## src/rtl/rtc_hms_counter.sv

```systemverilog
// Real-time clock core: prescaler-derived 1 Hz tick driving a seconds/minutes/hours
// carry chain, with run/pause, synchronous time-set load and 12/24-hour display mapping.
module rtc_hms_counter #(
  parameter int CLK_FREQ_HZ = 50000000,
  parameter int PRESC_W     = $clog2(CLK_FREQ_HZ)
) (
  input  logic       clk,
  input  logic       reset,
  input  logic       run,
  input  logic       set_en,
  input  logic [4:0] set_hours,
  input  logic [5:0] set_minutes,
  input  logic [5:0] set_seconds,
  input  logic       mode_12h,
  output logic [5:0] seconds_out,
  output logic [5:0] minutes_out,
  output logic [4:0] hours_out,
  output logic       pm_out,
  output logic       tick_1hz,
  output logic       day_wrap,
  output logic       set_err
);

  localparam logic [PRESC_W-1:0] PRESC_MAX = PRESC_W'(CLK_FREQ_HZ - 1);

  logic [PRESC_W-1:0] presc;
  logic [5:0]         sec;
  logic [5:0]         min;
  logic [4:0]         hr;

  logic tc;
  logic sec_wrap;
  logic min_wrap;
  logic hr_wrap;
  logic sec_ok;
  logic min_ok;
  logic hr_ok;

  // A load blocks the terminal count, so a load and a carry can never collide.
  assign tc       = run && !set_en && (presc == PRESC_MAX);
  assign sec_wrap = (sec == 6'd59);
  assign min_wrap = (min == 6'd59);
  assign hr_wrap  = (hr == 5'd23);

  assign sec_ok = (set_seconds <= 6'd59);
  assign min_ok = (set_minutes <= 6'd59);
  assign hr_ok  = (set_hours <= 5'd23);

  always_ff @(posedge clk or negedge reset) begin
    if (!reset) begin
      presc <= '0;
    end else if (set_en) begin
      presc <= '0;
    end else if (run) begin
      if (presc == PRESC_MAX) begin
        presc <= '0;
      end else begin
        presc <= presc + 1'b1;
      end
    end
  end

  always_ff @(posedge clk or negedge reset) begin
    if (!reset) begin
      sec <= 6'd0;
      min <= 6'd0;
      hr  <= 5'd0;
    end else if (set_en) begin
      sec <= sec_ok ? set_seconds : 6'd0;
      min <= min_ok ? set_minutes : 6'd0;
      hr  <= hr_ok  ? set_hours   : 5'd0;
    end else if (tc) begin
      if (sec_wrap) begin
        sec <= 6'd0;
        if (min_wrap) begin
          min <= 6'd0;
          hr  <= hr_wrap ? 5'd0 : hr + 5'd1;
        end else begin
          min <= min + 6'd1;
        end
      end else begin
        sec <= sec + 6'd1;
      end
    end
  end

  // Pulses are registered so they line up with the updated time registers.
  always_ff @(posedge clk or negedge reset) begin
    if (!reset) begin
      tick_1hz <= 1'b0;
      day_wrap <= 1'b0;
      set_err  <= 1'b0;
    end else begin
      tick_1hz <= tc;
      day_wrap <= tc && sec_wrap && min_wrap && hr_wrap;
      set_err  <= set_en && !(sec_ok && min_ok && hr_ok);
    end
  end

  always_comb begin
    hours_out = hr;
    if (mode_12h) begin
      if (hr == 5'd0) begin
        hours_out = 5'd12;
      end else if (hr > 5'd12) begin
        hours_out = hr - 5'd12;
      end
    end
  end

  assign pm_out      = (hr >= 5'd12);
  assign seconds_out = sec;
  assign minutes_out = min;

endmodule

```

## config.mk

```make
export PLATFORM = sky130hd
export DESIGN_NAME = rtc_hms_counter
export DESIGN_NICKNAME = d
export VERILOG_FILES = /design/src/rtl/rtc_hms_counter.sv
export SDC_FILE = /design/constraint.sdc
export NUM_CORES = 1
export LEC_CHECK = 0
export ABC_AREA = 0
export CORE_ASPECT_RATIO = 1.5
export CORE_MARGIN = 3
export CORE_UTILIZATION = 30
export CTS_BUF_LIST = sky130_fd_sc_hd__clkbuf_16
export CTS_CLUSTER_SIZE = 28
export DETAILED_ROUTE_END_ITERATION = 16
export GPL_TIMING_DRIVEN = 0
export MAX_ROUTING_LAYER = met4
export SYNTH_ARGS = -nofsm -noshare
export SYNTH_HDL_FRONTEND = slang
export SYNTH_SLANG_ARGS = --single-unit
```

## constraint.sdc

```tcl
create_clock -name clk -period 3.75 [get_ports clk]
set_input_delay 0.5625 -clock clk [delete_from_list [all_inputs] [get_ports clk]]
set_output_delay 0.5625 -clock clk [all_outputs]
set_load 0.05 [all_outputs]
```

==> results.md <==
- Status: finished, final reports clean
- Fillcell total: between 1000 and 1500
- DR vias/cell: approximately 5.8
- DR pass1 iterations: 5
- H-tree depth: 2
- GR Util All Layers: 16.4%
- GRT overflow: 0
- Cell Chain, Critical Path: inv_1 -> ha_1 -> a21oi_1 -> o21ai_0 -> nor2_1 -> o21ai_0 -> clkdlybuf4s50_1
- TritonCTS Buffers: 5
- Placed cell count: 503
- Final WL: 8.93 mm
- CTS max path bufs: 2
- Most used standard cell by instance count after synthesis: dfrtp_1
- Largest net degree at the start of global routing: 34
- Via count: between 2000 and 3000
- Share of flip-flops with an asynchronous set or reset: 100%
- CP max stage delay: slightly above 800 ps
- Leakage power: 1.49 nW
- Setup TNS Final: 0 ps
- First-pass GRT wire length: roughly 14 mm
- Mux cell area share after synthesis: 2.47%
- Share of layout cells above drive strength 1: around 7.6%
- Post-Synth XOR/XNOR Area: less than 1%
- Critical path data arrival time: about 2500 ps
- Worst setup EP type: primary output
- Drt drc: 0
- Nets: around 430
- Die W: slightly below 90 um
- Crit-path slowest cell: clkdlybuf4s50_1
- Synth-to-layout area growth: 25.1%
- Final period utilization: slightly above 80%
- # diodes: 0
- Hold_buf cts: 0
- Yosys warning total: 0
- Non-Filler Instances: 511
- Starting DRT DRC Count: ~170
- Largest family of logic cells by synthesized area: simple AND/OR/NAND/NOR gates
- Area contributors post-synth: dfrtp_1, a21oi_1, nand2_1, a31oi_1, nand3_1
- Final ANT Viol Nets: 0
- Sequential fraction of the synthesis area: 38.5%
- Period minus WS final: around 3000 ps
- Syn avg cell area: 8.66 um^2
- Most frequent cells after synthesis: dfrtp_1, nand2_1, a21oi_1
- Synth Cell Area: roughly 3000 um^2
- Core Rows: between 40 and 50
- Post-synth EDFFs: 0
- Power Dens Cells: ~380 nW/um^2
- Sinks on Clock Net: 46
- Post-synth top area cell: dfrtp_1
- Post-cts resize count: 0
- Unrepaired setup endpoints after global routing: no
- MaxCap Viol Count: 0
- Post-synth top area share: about two fifths
- Worst-Margin Slew: between 700 and 800 ps
- Crit path max fanout: 4
- Slew HR: about half
- Core outline area: approximately 9700 um^2
- Post-synthesis net count: approximately 380
- Setup crit start kind: flop
- Worst hold-check path type: in2async
- Req. time, crit path: 3190 ps
- Die Height: ~130 um
- Adder-cell share of the synthesized area: between 3 and 4%
- Synth Area in Compound Gates: between 20% and 30%
- Vias in the first global route: between 2000 and 3000
- Die ar.: roughly 11000 um^2
- Detailed Place HPWL: 6.82 mm
- Starting Density: 30.8%
- Ports: 43
- Fmax: between 300 and 400 MHz
- Post-route clock skew: ~10 ps
- Fin. max-slew vios: 0
- Synth unique cells: between 60 and 70
- WL/cell: roughly 17 um
- CTS root buffer: clkbuf_16
- Most used cell, CP: o21ai_0
- Final Hold Violating Endpoints: 0
- Worst-case vdd ir drop: approximately 0.00019 V
- Antenna violations before repair: 0
- Simple-Gate Fraction of Synth Area: 26.9%
- Post-CTS setup buffer count: 0
- Final setup violation count: 0
- Clk_lat worst skew: around 290 ps
- Port Buf Inserts: 42
- CTS tree: done
- Hold slack: between 150 and 200 ps
- Final GP Congestion: a little over 0.9
- Post-synthesis instance total: 345
- Reg clk slew, reported paths: 60 ps
- Kind of critical path: reg2out
- Yosys reg bits: 46
- Top FF cell, synth: dfrtp_1
-- area by class of cell --
cell class / count / area (um^2) / area share, %
Buffer: 18 / 118 / 3.15
Clock buffer: 5 / 125 / 3.35
Clock inverter: 3 / 45.0 / 1.21
Inverter: 14 / 52.6 / 1.41
Multi-Input combinational cell: 267 / 1670 / 44.6
Sequential cell: 46 / 1150 / 30.8
Tap cell: 115 / 144 / 3.85
Timing Repair Buffer: 43 / 435 / 11.7
-- cells by family (layout without fill, tap and decap cells) --
family                     after synthesis  in the layout
DFF                                     46             46
muxes                                    7              7
buffers and inverters                   32             83
AOI/OAI and AO/OA                      103            103
adders and majority gates                8              8
and+or+nand+nor                        147            147
xor gates and xnor gates                 2              2
-- power breakdown --
part           internal (mW)  switching (mW)  total (mW)
registers              0.525          0.0397       0.564
logic                  0.131           0.216       0.347
clock network          0.314           0.194       0.509
total                  0.970           0.450        1.42
-- worst paths after layout --
kind,start,end,slack (ps),cells after the start
min reg2reg,presc[20],presc[20],530,1
max reg2reg,presc[0],hr[3],1540,7
min in group clk,presc[20],presc[20],530,1
min,reset,presc[19],180,1
max in group asynchronous,reset,hr[0],3070,2
max,hr[0],hours_out[3],730,7
-- worst max-delay path, delay by kind of cell, from the launching register on --
kind	cells	cell delay, ps
AOI/OAI and AO/OA	3	530
adders and majority gates	1	240
buffers and inverters	2	930
DFF	1	410
and+or+nand+nor	1	70
-- per-layer routing --
metal  track usage (%)  wire, um  vias up  part of all wire, %
li1                  -         -     1414                    -
met1              18.1      3440     1442                   39
met2              29.7      4960       80                   56
met3              2.25       356       15                  4.0
met4              5.51       174        0                  1.9
met5                 -         0        -                    0
-- cell usage in the layout (no fill, tap or decap), drive strengths merged, types with 9 or more instances in the layout --
master / n
dfrtp: 46
nor2: 14
nand3: 24
a31oi: 23
clkbuf: 14
buf: 11
nand2: 39
o21ai: 15
inv: 14
clkdlybuf4s50: 41
nand4: 14
a21oi: 30
and3: 10
nor3: 9
-- stage by stage --
step,setup slack [ps],util (%),power (mW),area [um^2]
after global routing,499,38.6,1.49,3740
after floorplan,1060,-,0.781,2990
after global placement,721,36.6,0.913,3550
final,734,38.6,1.42,3740
after CTS,707,38.6,1.44,3740
after detailed placement,727,36.8,0.923,3570
-- registers in the layout (all words and copies together), names as in the netlist --
signal	cells
presc	26
minutes_out	6
seconds_out	6
hr	5
day_wrap	1
set_err	1
tick_1hz	1
No activity file was read; power rests on OpenSTA's default activity.
